### src/rtl/program_loader.sv
// -----------------------------------------------------------------------------
// program_loader
//
// Streams instruction words from a boot source into the instruction RAM,
// starting at a programmable base address. The CPU is held in reset for the
// whole load and released only when the load completes cleanly.
//
// Optional feature (compile-time macro):
//   PROGRAM_LOADER_VERIFY_EN - after the last write, read the loaded region
//                              back, sum it and compare the sum with the
//                              running checksum before releasing the CPU.
//
// Ports:
//   clk             system clock (all state changes on its rising edge)
//   reset           synchronous, active-high reset
//   start           one-cycle pulse that begins a load (ignored while busy)
//   base_addr       first RAM address, sampled on start
//   src_valid       source word valid
//   src_data        source instruction word
//   src_last        marks the final word, qualified by src_valid
//   src_ready       loader accepts a word this cycle
//   mem_enable      RAM enable strobe
//   mem_read_write  0 = write, 1 = read
//   mem_address     RAM address
//   mem_data_in     RAM write data
//   mem_data_out    RAM read data, valid the cycle after a read strobe
//   cpu_reset       holds the CPU in reset
//   busy            load (or verify) in progress
//   done            sticky load success
//   error           sticky load failure
//   word_count      words written in the current/last load
//   checksum        sum of accepted words, modulo 2^DATA_W
// -----------------------------------------------------------------------------
module program_loader #(
    parameter int DATA_W = 32,
    parameter int ADDR_W = 16,
    parameter int DEPTH  = 65536
) (
    input  logic              clk,
    input  logic              reset,
    input  logic              start,
    input  logic [ADDR_W-1:0] base_addr,
    input  logic              src_valid,
    input  logic [DATA_W-1:0] src_data,
    input  logic              src_last,
    output logic              src_ready,
    output logic              mem_enable,
    output logic              mem_read_write,
    output logic [ADDR_W-1:0] mem_address,
    output logic [DATA_W-1:0] mem_data_in,
    input  logic [DATA_W-1:0] mem_data_out,
    output logic              cpu_reset,
    output logic              busy,
    output logic              done,
    output logic              error,
    output logic [ADDR_W:0]   word_count,
    output logic [DATA_W-1:0] checksum
);

    // Word count at which a load without src_last is declared an overflow.
    localparam logic [ADDR_W:0] L_DEPTH = (ADDR_W+1)'(DEPTH);

    typedef enum logic [2:0] {
        ST_IDLE   = 3'd0,
        ST_LOAD   = 3'd1,
        ST_DONE   = 3'd2,
`ifdef PROGRAM_LOADER_VERIFY_EN
        ST_ERROR  = 3'd3,
        ST_VERIFY = 3'd4
`else
        ST_ERROR  = 3'd3
`endif
    } state_t;

    // RAM address of word <offset> of the load; wraps modulo 2^ADDR_W.
    function automatic logic [ADDR_W-1:0] f_wrap_addr(
        input logic [ADDR_W-1:0] base,
        input logic [ADDR_W:0]   offset
    );
        return base + offset[ADDR_W-1:0];
    endfunction

    // -------------------------------------------------------------------------
    // State and registers
    // -------------------------------------------------------------------------
    state_t              r_state;
    state_t              w_state_nxt;

    logic [ADDR_W-1:0]   r_base;
    logic [ADDR_W:0]     r_word_count;
    logic [DATA_W-1:0]   r_checksum;

    logic                r_src_ready;
    logic                r_mem_enable;
    logic                r_mem_read_write;
    logic [ADDR_W-1:0]   r_mem_address;
    logic [DATA_W-1:0]   r_mem_data_in;
    logic                r_cpu_reset;
    logic                r_busy;
    logic                r_done;
    logic                r_error;

    // Next values of the registered outputs
    logic                w_src_ready_nxt;
    logic                w_mem_enable_nxt;
    logic                w_mem_read_write_nxt;
    logic [ADDR_W-1:0]   w_mem_address_nxt;
    logic [DATA_W-1:0]   w_mem_data_in_nxt;
    logic                w_cpu_reset_nxt;
    logic                w_busy_nxt;
    logic                w_done_nxt;
    logic                w_error_nxt;

    // Control decodes
    logic                w_start_ok;
    logic                w_hs;
    logic [ADDR_W:0]     w_wc_inc;
    logic                w_overflow;

`ifdef PROGRAM_LOADER_VERIFY_EN
    logic [ADDR_W:0]     r_vidx;     // read strobes issued so far
    logic                r_rd_pend;  // read data arrives on mem_data_out this cycle
    logic [DATA_W-1:0]   r_rsum;     // readback sum
    logic                w_rd_issue;
    logic                w_cmp;
`else
    logic                w_unused_rdata;
    assign w_unused_rdata = ^mem_data_out;
`endif

    // start is honoured only from the resting states, so a pulse mid-load is ignored.
    assign w_start_ok = start & ((r_state == ST_IDLE) | (r_state == ST_DONE) | (r_state == ST_ERROR));
    assign w_hs       = (r_state == ST_LOAD) & src_valid & r_src_ready;
    assign w_wc_inc   = r_word_count + (ADDR_W+1)'(1);
    // Reaching DEPTH on the last word is legal; only a non-last word there overflows.
    assign w_overflow = w_hs & ~src_last & (w_wc_inc == L_DEPTH);

`ifdef PROGRAM_LOADER_VERIFY_EN
    assign w_rd_issue = (r_state == ST_VERIFY) & (r_vidx != r_word_count);
    // All reads issued, the last strobe gone and its data already summed.
    assign w_cmp      = (r_state == ST_VERIFY) & (r_vidx == r_word_count)
                        & ~r_mem_enable & ~r_rd_pend;
`endif

    // State register
    always_ff @(posedge clk) begin
        if (reset) begin
            r_state <= ST_IDLE;
        end else begin
            r_state <= w_state_nxt;
        end
    end

    // Next-state logic
    always_comb begin
        w_state_nxt = r_state;
        case (r_state)
            ST_IDLE, ST_DONE, ST_ERROR: begin
                if (w_start_ok) begin
                    w_state_nxt = ST_LOAD;
                end else begin
                    w_state_nxt = r_state;
                end
            end
            ST_LOAD: begin
                if (w_hs && src_last) begin
`ifdef PROGRAM_LOADER_VERIFY_EN
                    w_state_nxt = ST_VERIFY;
`else
                    w_state_nxt = ST_DONE;
`endif
                end else if (w_overflow) begin
                    w_state_nxt = ST_ERROR;
                end else begin
                    w_state_nxt = ST_LOAD;
                end
            end
`ifdef PROGRAM_LOADER_VERIFY_EN
            ST_VERIFY: begin
                if (w_cmp) begin
                    if (r_rsum == r_checksum) begin
                        w_state_nxt = ST_DONE;
                    end else begin
                        w_state_nxt = ST_ERROR;
                    end
                end else begin
                    w_state_nxt = ST_VERIFY;
                end
            end
`endif
            default: begin
                w_state_nxt = ST_IDLE;
            end
        endcase
    end

    // Output logic: next values for the registered status and memory port
    always_comb begin
        w_src_ready_nxt      = (w_state_nxt == ST_LOAD);
`ifdef PROGRAM_LOADER_VERIFY_EN
        w_busy_nxt           = (w_state_nxt == ST_LOAD) | (w_state_nxt == ST_VERIFY);
`else
        w_busy_nxt           = (w_state_nxt == ST_LOAD);
`endif
        w_cpu_reset_nxt      = (w_state_nxt != ST_DONE);
        w_done_nxt           = (w_state_nxt == ST_DONE);
        w_error_nxt          = (w_state_nxt == ST_ERROR);
        w_mem_enable_nxt     = 1'b0;
        w_mem_read_write_nxt = 1'b1;
        w_mem_address_nxt    = r_mem_address;
        w_mem_data_in_nxt    = r_mem_data_in;
        // Every accepted word becomes a write strobe on the following cycle,
        // including the final one while the FSM is already leaving LOAD.
        if (w_hs) begin
            w_mem_enable_nxt     = 1'b1;
            w_mem_read_write_nxt = 1'b0;
            w_mem_address_nxt    = f_wrap_addr(r_base, r_word_count);
            w_mem_data_in_nxt    = src_data;
        end
`ifdef PROGRAM_LOADER_VERIFY_EN
        else if (w_rd_issue) begin
            w_mem_enable_nxt     = 1'b1;
            w_mem_read_write_nxt = 1'b1;
            w_mem_address_nxt    = f_wrap_addr(r_base, r_vidx);
        end
`endif
        else begin
            w_mem_enable_nxt     = 1'b0;
            w_mem_read_write_nxt = 1'b1;
        end
    end

    // Registered outputs
    always_ff @(posedge clk) begin
        if (reset) begin
            r_src_ready      <= 1'b0;
            r_mem_enable     <= 1'b0;
            r_mem_read_write <= 1'b1;
            r_mem_address    <= '0;
            r_mem_data_in    <= '0;
            r_cpu_reset      <= 1'b1;
            r_busy           <= 1'b0;
            r_done           <= 1'b0;
            r_error          <= 1'b0;
        end else begin
            r_src_ready      <= w_src_ready_nxt;
            r_mem_enable     <= w_mem_enable_nxt;
            r_mem_read_write <= w_mem_read_write_nxt;
            r_mem_address    <= w_mem_address_nxt;
            r_mem_data_in    <= w_mem_data_in_nxt;
            r_cpu_reset      <= w_cpu_reset_nxt;
            r_busy           <= w_busy_nxt;
            r_done           <= w_done_nxt;
            r_error          <= w_error_nxt;
        end
    end

    // Base address latch, word counter and running checksum
    always_ff @(posedge clk) begin
        if (reset) begin
            r_base       <= '0;
            r_word_count <= '0;
            r_checksum   <= '0;
        end else if (w_start_ok) begin
            r_base       <= base_addr;
            r_word_count <= '0;
            r_checksum   <= '0;
        end else if (w_hs) begin
            r_word_count <= w_wc_inc;
            r_checksum   <= r_checksum + src_data;
        end else begin
            r_word_count <= r_word_count;
            r_checksum   <= r_checksum;
        end
    end

`ifdef PROGRAM_LOADER_VERIFY_EN
    // Readback sequencing: strobe index, read-data pipeline flag and readback sum
    always_ff @(posedge clk) begin
        if (reset) begin
            r_vidx    <= '0;
            r_rd_pend <= 1'b0;
            r_rsum    <= '0;
        end else if (w_start_ok) begin
            r_vidx    <= '0;
            r_rd_pend <= 1'b0;
            r_rsum    <= '0;
        end else begin
            if (w_rd_issue) begin
                r_vidx <= r_vidx + (ADDR_W+1)'(1);
            end else begin
                r_vidx <= r_vidx;
            end
            // A read strobe on the bus now means its data is on mem_data_out next cycle.
            r_rd_pend <= r_mem_enable & r_mem_read_write;
            if (r_rd_pend) begin
                r_rsum <= r_rsum + mem_data_out;
            end else begin
                r_rsum <= r_rsum;
            end
        end
    end
`endif

    assign src_ready      = r_src_ready;
    assign mem_enable     = r_mem_enable;
    assign mem_read_write = r_mem_read_write;
    assign mem_address    = r_mem_address;
    assign mem_data_in    = r_mem_data_in;
    assign cpu_reset      = r_cpu_reset;
    assign busy           = r_busy;
    assign done           = r_done;
    assign error          = r_error;
    assign word_count     = r_word_count;
    assign checksum       = r_checksum;

endmodule

### config.mk
export PLATFORM = sky130hd
export DESIGN_NAME = program_loader
export DESIGN_NICKNAME = d
export VERILOG_FILES = /design/src/rtl/program_loader.sv
export SDC_FILE = /design/constraint.sdc
export NUM_CORES = 1
export LEC_CHECK = 0
export ABC_AREA = 1
export CAP_MARGIN = 40
export CORE_UTILIZATION = 40
export DETAILED_ROUTE_END_ITERATION = 10
export DONT_BUFFER_PORTS = 1
export SLEW_MARGIN = 20
export SYNTH_ARGS = -nofsm -noshare
export SYNTH_HDL_FRONTEND = slang
export SYNTH_SLANG_ARGS = --single-unit
### constraint.sdc
create_clock -name clk -period 2.4 [get_ports clk]
set_input_delay 0.36 -clock clk [delete_from_list [all_inputs] [get_ports clk]]
set_output_delay 0.36 -clock clk [all_outputs]
set_load 0.005 [all_outputs]
---- Word-level counts from Yosys, hierarchy flattened ----
Cells that the tools add are included.
word-level totals
  flip-flop bits (word level) ............. 122
  bits of input ports ..................... 85
  output and inout bits ................... 104
  logic and storage cells ................. 41
operators by class
  add/subtract/negate cells ............... 3
  eq/ne operators ......................... 8
  mux-type cells .......................... 6
  bitwise gates (word level) .............. 8
  reductions and logical operators ........ 4
operators by type and width
  operator               number
  $add 32x32->32         1
  $add 17x1->17 const B  1
  $eq 17x17->1 const B   1
  $add 16x16->16         1
  $eq 3x2->1 const B     4
  $eq 3x1->1 const B     2
  $pmux 3 s2             1
  $and 1x1->1            5
  $mux 2                 2
  $logic_not 3->1        1
  $mux 3                 1
  $ne 3x2->1 const B     1
  $reduce_or 3->1        1
  $mux 1                 2
  $or 1x1->1             2
  $reduce_or 2->1        1
  $logic_and 1x1->1      1
  $not 1->1              1

---- Logic depth before layout (Yosys ltp) ----
Gate-level depths: netlist (run 1).
  word-level depth ........................ 9
  mapped depth ............................ 16
  mapped depth without buffers ............ 16

---- Least setup slack after synthesis (run 1) ----
No wires, ideal clock.
  kind .................................... reg-to-reg
  start point ............................. register r_checksum[0], in the netlist checksum[0]
  end point ............................... register r_checksum[30], in the netlist checksum[30]
  setup time .............................. 115 ps
  data arrival time ....................... 1855 ps
  required time ........................... 2285 ps
  path slack .............................. 430 ps
  stages on the path, launching flop included .. 16
  path buffers ............................ 0
  period minus slack after synthesis ...... 1970 ps
  cell sequence ........................... dfxtp_1 -> ha_1 -> inv_1 -> fa_1 -> inv_1 -> nand3_1 -> nand2_1 -> nand2_1 -> nand2_1 -> nand3_1 -> nand2_1 -> nand2_1 -> nand3_1 -> nand2_1 -> o21ai_0 -> inv_1
between the ends
  word-level cells in the longest chain between the ends .. 1
RTL lines
  what                    line  text
  from (decl)             91    logic [DATA_W-1:0] r_checksum;
  from (signal assigned)  270   r_checksum <= r_checksum + src_data;
  from (signal assigned)  273   r_checksum <= r_checksum;
  $add 32x32->32          270
No other way between the ends.
A chain may end at the register's enable or synchronous reset.

---- Final worst setup path (run 1) ----
  start point ............................. register r_checksum[0], in the netlist checksum[0]
  end point ............................... register r_checksum[26], in the netlist checksum[26]
Same word-level chain as after synthesis.

==> results.yml, run 1 <==
finish:
  drive_above_1_share_pct: 7.84
  seq_area_um2: 2440
  n_antenna_cell: 0
  syn_to_final_growth_pct: 12.8
  final_cell_area_um2: 8130
  final_nets: 1193
  multi_input_area_um2: 4220
  utilization_pct: 46.5
  fillerInstances: 1798
route:
  drt-total-wl_um: 19700
  ant_nets: 0
  dr.first_iter.drc_count: 385
  first_pass_iters: 5
  drc: 0
  wl_per_cell_um: 15.2
  vias: 6664
  viasPerCell: 5.14
synth:
  synthTopCellsByArea: "dfxtp_1, nand2_1, ha_1, nor2_1, inv_1"
  synth_warnings: 0
  synth_seq_cells: 122
  syn_inst: 1050
  synth_most_common_cell: "nand2_1"
  synth_fa_ha_area_share_pct: 8.89
  mappedNetlistNets: 1185
  synth_ff_type: "dfxtp_1"
  async_reset_ff_share_pct: 0
  netlist.area_leader.share_pct: 33.9
  syn_avg_cell_area_um2: 6.86
  synth_area_um2: 7210
  ys_seq_area_share_pct: 33.9
  synth_xor_area_share_pct: 3.16
  synth_top_family_by_area: "simple AND/OR/NAND/NOR gates"
  synth_compound_gate_area_share_pct: 17.3
  synthMuxAreaShare_pct: 0
  yosys.area.top_type: "dfxtp_1"
  synth_common_cells: "nand2_1, nor2_1, dfxtp_1, inv_1, o21ai_0"
  synth_edf_count: 0
  synth-simple-area-share_pct: 28.5
  ys_types: 37
setup_path:
  startpoint_type: "register"
  crit_fanout: 3
  arrival_ns: 2.47
  endpoint_kind: "register"
  worstPathRequired_ns: 2.72
  ff2ff_setup_slack_ns: 0.26
  crit_type: "reg2reg"
  r2r_cells: 15
placed_design:
  dpl.hpwl_um: 15100
  pre_cts_slack_ns: 0.104
  place_congestion: 0.925
  placed_area_um2: 7510
  port-buffer-count: 0
sta:
  fmax_mhz: 466
  hold_ws_ns: 0.0107
  fin_tns_setup_ns: 0
  slew_headroom_pct: 61.7
  setup_violations: 0
  worst_pin_slew_ns: 0.573
  finalCritPeriodShare_pct: 89.4
  fin_skew_ns: 0.0104
  hold_violations: 0
  fin_ws_ns: 0.255
  fin_crit_ns: 2.14
  drv_slew: 0
  rsz0062_at_grt: "no"
min_path:
  hold_path_class: "in2reg"
  holdPathStages: 1
global_routing:
  use_met1_pct: 30.0
  top_usage_layer: "met2"
  grt_pass1_vias: 6108
  grt.total_usage_pct: 21.6
  grtUsageMet2_pct: 32.2
  antenna_found_initial: 0
  use_met3_pct: 5.07
  grt_max_degree: 49
  grt_remaining_overflow: 0
  grt_first_pass_wirelength_um: 30800
die:
  fp-row-count: 48
  die_height_um: 136
  fp.coreArea_um2: 17500
  initial_core_util_pct: 41.2
  dieWidth_um: 136
  ios: 189
  die_area_um2: 18600
cts:
  cts_buffer_depth: 2
  clk_pin_slew_ns: 0.06
  cts_tree: "done"
  clk_latency_ns: 0.43
  root_buffer: "clkbuf_16"
  htreeDepth: 4
  cts_hold_buf: 0
  clock-sinks: 122
  numCtsBuffers: 17
power:
  p_leak_nw: 3.85
  p_per_area_nw_per_um2: 610
  ir_drop_mv: 0.467
flow_run:
  drv_cap: 0
outcome:
  status: "completed"
## per-stage QoR
step	instances	power, W
after floorplan	1050	0.00234
after global placement	1263	0.00241
final	1296	0.00496
after global routing	1296	0.00513
after detailed placement	1264	0.00241
after CTS	1296	0.00501
## power by group
group	internal, W	switching [W]
clock	0.00159	0.00101
sequential	0.00205	0.0000187
combinational	0.0000975	0.000200
## state kept, by name, summed over array words and instances, names as in the netlist, 3 cells and up
signal / flops
word_count: 17
mem_address: 16
r_base: 16
r_state: 3
mem_data_in: 32
checksum: 32
## worst max-delay path, stage by stage, from the launching register on
cell and delay [ns]:
dfxtp_1 0.34, ha_1 0.18, inv_1 0.06, fa_1 0.39, inv_2 0.09, nand3_1 0.08
nand2_2 0.10, nand2_1 0.06, nand2_2 0.10, nand2_1 0.07, nand2_2 0.11, nand4_1 0.11
nand3_1 0.10, nand3_1 0.12, nand2_1 0.09, inv_1 0.03
## worst paths after layout
check | from | to
max | checksum[0] | checksum[26]
min | reset | r_state[0]
max reg2reg | checksum[0] | checksum[26]
min reg2reg | mem_address[12] | mem_address[12]
## layout by cell type (no fill, tap or decap), types with 3 or more instances in the layout
master        n
xor2_1       20
clkbuf_16    17
o21bai_1      6
ha_1         48
inv_1       116
nand3_2       5
nor2_1      154
o31ai_1       3
inv_2         5
a22o_1       32
o21a_1        4
nand4_1      10
nand2_1     226
nor2_2       10
o21ai_0      69
clkinvlp_4    5
nor2_4        4
dfxtp_1     122
buf_4        16
xnor2_1       6
a21o_1        6
and2_1        3
a21oi_1      68
o211ai_1     11
nor3_1        8
nand2_2      10
nand3_1      60
o21ai_1       4
## timing repair
| item | in CTS | in global routing |
|---|---|---|
| resized for setup | 0 | 8 |
| buffers inserted | 0 | 0 |
| setup endpoints to repair | 0 | 6 |
## cells by family after synthesis
kind of cell | count (synthesis)
AO/OA/AOI/OAI | 208
XOR/XNOR | 26
adder cells (fa/ha/maj) | 50
buffers and inverters | 149
flip-flops | 122
other | 1
AND/OR/NAND/NOR | 494
## routing by layer
metal  vias to the layer above  wire length [µm]
li1                       3469                 -
met3                        28              1230
met5                         -                 0
met2                       186              8190
met4                         0               283
met1                      2981              9970
## layout make-up
cell class	count	share of cell area, %
inverters	121	5.59
clock buffers	19	5.57
multi-input cells	779	51.9
well taps	225	3.46
flip-flops and latches	122	30.0
clock inverters	13	1.75
repair buffers	17	1.72
No activity file was read; power rests on OpenSTA's default activity.
==> run 2, diff against run 1 <==
PLACE_DENSITY = 0.56   (was default)
==> results.yml, run 2 (synthesized netlist as in run 1, its figures left out) <==
route:
  first_pass_iters: 7
  wl_per_cell_um: 15.2
  viasPerCell: 5.10
  vias: 6606
  dr.first_iter.drc_count: 390
  ant_nets: 0
  drt-total-wl_um: 19800
  drc: 0
setup_path:
  r2r_cells: 10
  reg2reg_from: "checksum[6]"
  endpoint_kind: "register"
  crit_fanout: 5
  arrival_ns: 2.50
  crit_type: "reg2reg"
  startpoint_type: "register"
  ff2ff_setup_slack_ns: 0.22
  r2r_end: "checksum[27]"
  worstPathRequired_ns: 2.72
min_path:
  min_from: "src_data[27]"
  hold_path_class: "in2reg"
  holdPathStages: 1
  min_to: "mem_data_in[27]"
die:
  die_height_um: 136
  fp-row-count: 48
  initial_core_util_pct: 41.2
  dieWidth_um: 136
  fp.coreArea_um2: 17500
  ios: 189
  die_area_um2: 18600
power:
  p_leak_nw: 3.85
  power_w: 0.00491
  p_per_area_nw_per_um2: 604
  ir_drop_mv: 0.510
cts:
  cts_tree: "done"
  clock-sinks: 122
  clk_latency_ns: 0.42
  post-cts-setup-buffer-count: 0
  htreeDepth: 4
  clk_pin_slew_ns: 0.06
  numCtsBuffers: 17
  cts_buffer_depth: 2
  root_buffer: "clkbuf_16"
placed_design:
  dpl.hpwl_um: 15400
  port-buffer-count: 0
  pre_cts_slack_ns: 0.0949
  place_congestion: 0.894
  dp.cells: 1263
finish:
  n_antenna_cell: 0
  layout_common_cells: "nand2_1, nor2_1, dfxtp_1"
  final_nets: 1193
  fin_cells: 1296
  mostFrequentLayoutCell: "nand2_1"
  syn_to_final_growth_pct: 12.7
  drive_above_1_share_pct: 7.56
  utilization_pct: 46.5
sta:
  fin_skew_ns: 0.00990
  fin_crit_ns: 2.18
  drv_slew: 0
  worst_pin_slew_ns: 0.657
  fmax_mhz: 459
  fin_tns_setup_ns: 0
  rsz0062_at_grt: "no"
  hold_violations: 0
  setup_violations: 0
  fin_ws_ns: 0.220
  finalCritPeriodShare_pct: 90.8
  slew_headroom_pct: 55.7
global_routing:
  antenna_found_initial: 0
  grt_remaining_overflow: 0
  grt_max_degree: 42
  grt_first_pass_wirelength_um: 31200
  grt_pass1_vias: 6119
  grt.total_usage_pct: 22.0
outcome:
  status: "completed"
flow_run:
  drv_cap: 0
[run 2: area by class of cell]
type / count / area [µm²]
timing repair buffer: 17 / 150
multi-input combinational: 779 / 4210
tap: 225 / 282
sequential: 122 / 2440
clock buffer: 20 / 467
inverter: 121 / 454
clock inverter: 12 / 116
fill: 1804 / 9350
[run 2: per-stage QoR]
| step | area [µm²] | hold WS, ns |
|---|---|---|
| 6_report | 8120 | 0.0613 |
| 5_1_grt | 8120 | 0.0466 |
| 4_1_cts | 8110 | 0.0410 |
| 3_5_place_dp | 7510 | 0.448 |
| 3_3_place_gp | 7490 | 0.447 |
| 2_1_floorplan | 7210 | 0.444 |
[run 2: report_power, final]
| group | internal [W] | switching [W] |
|---|---|---|
| registers | 0.00205 | 0.0000193 |
| logic | 0.0000997 | 0.000199 |
| clock network | 0.00151 | 0.00102 |
| total | 0.00366 | 0.00124 |
[run 2: how the worst max path moves through the flow]
stage	start	to	slack [ns]
2_1_floorplan	checksum[0]	checksum[30]	0.43
3_3_place_gp	src_data[0]	checksum[22]	0.14
3_5_place_dp	src_data[0]	checksum[22]	0.09
4_1_cts	checksum[0]	checksum[22]	0.13
5_1_grt	checksum[0]	checksum[22]	0.001
6_report	checksum[6]	checksum[27]	0.22
[run 2: worst max-delay path: stages, from the launching register on]
cell and delay (ns):
dfxtp_1 0.34, ha_1 0.36, a21o_1 0.20, nor2_1 0.16, a21oi_1 0.12, o21ai_0 0.54
nand2_1 0.11, nand2_1 0.08, nand3_1 0.07, nand2_1 0.07, inv_1 0.03
[run 2: per-layer routing]
metal | up-vias | global-route usage [%] | wire, µm
li1 | 3459 | - | -
met1 | 2957 | 31.3 | 10000
met2 | 172 | 32.7 | 8300
met3 | 18 | 5.07 | 1240
met4 | 0 | 6.11 | 212
met5 | - | 0 | 0
[run 2: what timing repair did]
item | CTS | global route
hold buffers | 1 | 0
hold endpoints to repair | 1 | 0
setup endpoints to repair | 0 | 5
gates resized for setup | 0 | 7
==> run 3, diff against run 2 <==
CORE_MARGIN = 2   (was default)
==> results.yml, run 3 (synthesized netlist as in run 1, its figures left out) <==
outcome:
  status: "completed"
global_routing:
  use_met3_pct: 6.10
  grt_remaining_overflow: 0
  grt_max_degree: 41
  grt_pass1_vias: 6291
  grtUsageMet2_pct: 31.7
  top_usage_layer: "met2"
  use_met1_pct: 29.4
  grt.total_usage_pct: 21.0
  grt_first_pass_wirelength_um: 32500
  antenna_found_initial: 0
setup_path:
  max_stage_delay_ns: 0.40
  r2r_cells: 15
  arrival_ns: 2.54
  crit_type: "reg2reg"
  critical_path.most_common_cell: "nand3_1"
  worstPathRequired_ns: 2.73
  ff2ff_setup_slack_ns: 0.19
  r2r_end: "checksum[22]"
  reg2reg_from: "checksum[0]"
  crit_end: "checksum[22]"
  crit_chain: "ha_1 > inv_1 > fa_1 > inv_2 > nand3_1 > nand2_1 > nand2_1 > nand2_2 > nand3_1 > nand2_2 > nand3_1 > nand3_1 > nand3_1 > nand2_1 > inv_1"
  crit_slowest_cell: "fa_1"
  crit_fanout: 3
  endpoint_kind: "register"
  cp-startpoint: "checksum[0]"
  startpoint_type: "register"
cts:
  htreeDepth: 4
  cts_buffer_depth: 2
  cts_tree: "done"
  clk_latency_ns: 0.42
  root_buffer: "clkbuf_16"
  cts_hold_buf: 0
  numCtsBuffers: 17
  clock-sinks: 122
  clk_pin_slew_ns: 0.06
power:
  pwr-share-seq_pct: 41.8
  swShare_pct: 24.3
  power_switching_w: 0.00120
  internal_power_w: 0.00375
  p_clk_share_pct: 52.2
  ir_drop_mv: 0.467
  p_per_area_nw_per_um2: 610
  pwr-share-comb_pct: 6.0
  power_w: 0.00495
  p_leak_nw: 3.85
finish:
  final_cell_area_um2: 8110
  layout_common_cells: "nand2_1, nor2_1, dfxtp_1"
  final_nets: 1194
  syn_to_final_growth_pct: 12.6
  mostFrequentLayoutCell: "nand2_1"
  drive_above_1_share_pct: 7.66
  n_antenna_cell: 0
  multi_input_area_um2: 4210
  fillerInstances: 1890
  utilization_pct: 45.5
  seq_area_um2: 2440
route:
  dr.first_iter.drc_count: 448
  drc: 0
  ant_nets: 0
  first_pass_iters: 5
  drt-total-wl_um: 20000
  viasPerCell: 5.15
  wl_per_cell_um: 15.4
  vias: 6693
sta:
  finalCritPeriodShare_pct: 92.1
  hold_violations: 0
  rsz0062_at_grt: "no"
  fin_tns_setup_ns: 0
  fin_skew_ns: 0.00628
  fin_crit_ns: 2.21
  worst_pin_slew_ns: 0.734
  drv_slew: 0
  setup_violations: 0
  fmax_mhz: 452
  slew_headroom_pct: 50.9
placed_design:
  placed_area_um2: 7510
  dpl.hpwl_um: 15400
  port-buffer-count: 0
  place_congestion: 0.874
die:
  fp.coreArea_um2: 17800
  initial_core_util_pct: 40.4
  fp-row-count: 49
  die_area_um2: 19100
  dieWidth_um: 138
  die_height_um: 138
  ios: 189
min_path:
  hold_path_class: "in2reg"
flow_run:
  drv_cap: 0
-- run 3: cell types whose count changed in the layout (fill, tap and decap cells not counted), sizes merged --
cell / delta
bufinv: +1
dlygate4sd3: -1
clkinv: -1
buf: +2
inv: -1
-- run 3: routing by layer --
layer	vias up	wire (µm)	share of wire, %
li1	3463	-	-
met5	-	0	0
met1	3025	9960	50
met4	0	268	1.3
met3	21	1300	6.5
met2	184	8440	42
-- run 3: cell type report --
cell class                 count  area share, %
inverter                     121           5.60
tap                          229           3.53
timing repair buffer          18           1.67
multi-input combinational    779           51.9
clock buffer                  20           5.75
clock inverter                11           1.50
sequential                   122           30.1
-- run 3: worst min-delay path by stage --
stage / startpoint / endpoint / slack, ns / cells past startpoint
global placement: reset / r_state[0] / 0.45 / 1
floorplan: reset / r_state[0] / 0.44 / 1
detailed placement: reset / r_state[0] / 0.45 / 1
CTS: reset / r_state[0] / 0.0007 / 1
finish: reset / r_state[0] / 0.02 / 1
global route: reset / r_state[0] / 0.01 / 1
-- run 3: what timing repair did --
item	in CTS	in global routing
setup endpoints to repair	0	5
buffers inserted	0	0
gates resized for setup	0	6
endpoints found under the hold margin	0	0
-- run 3: worst max-delay path, delay by kind of cell, from the launching register on --
| family | cells | cell delay (ns) |
|---|---|---|
| buffers and inverters | 3 | 0.18 |
| AND/OR/NAND/NOR | 10 | 0.99 |
| flip-flops | 1 | 0.33 |
| adder cells (fa/ha/maj) | 2 | 0.59 |
-- run 3: power groups by stage --
stage	combinational [W]	clock (W)	sequential (W)
2_1_floorplan	0.000226	0	0.00211
3_3_place_gp	0.000295	0	0.00212
3_5_place_dp	0.000296	0	0.00212
4_1_cts	0.000298	0.00263	0.00207
5_1_grt	0.000343	0.00272	0.00207
6_report	0.000297	0.00258	0.00207
-- run 3: stage by stage --
| step | setup WS (ns) | hold WS [ns] | std cells |
|---|---|---|---|
| floorplan | 0.430 | 0.444 | 1050 |
| global placement | 0.144 | 0.446 | 1269 |
| detailed placement | 0.0882 | 0.449 | 1269 |
| CTS | 0.118 | 0.000672 | 1300 |
| global route | 0.00288 | 0.0127 | 1300 |
| finish | 0.189 | 0.0177 | 1300 |
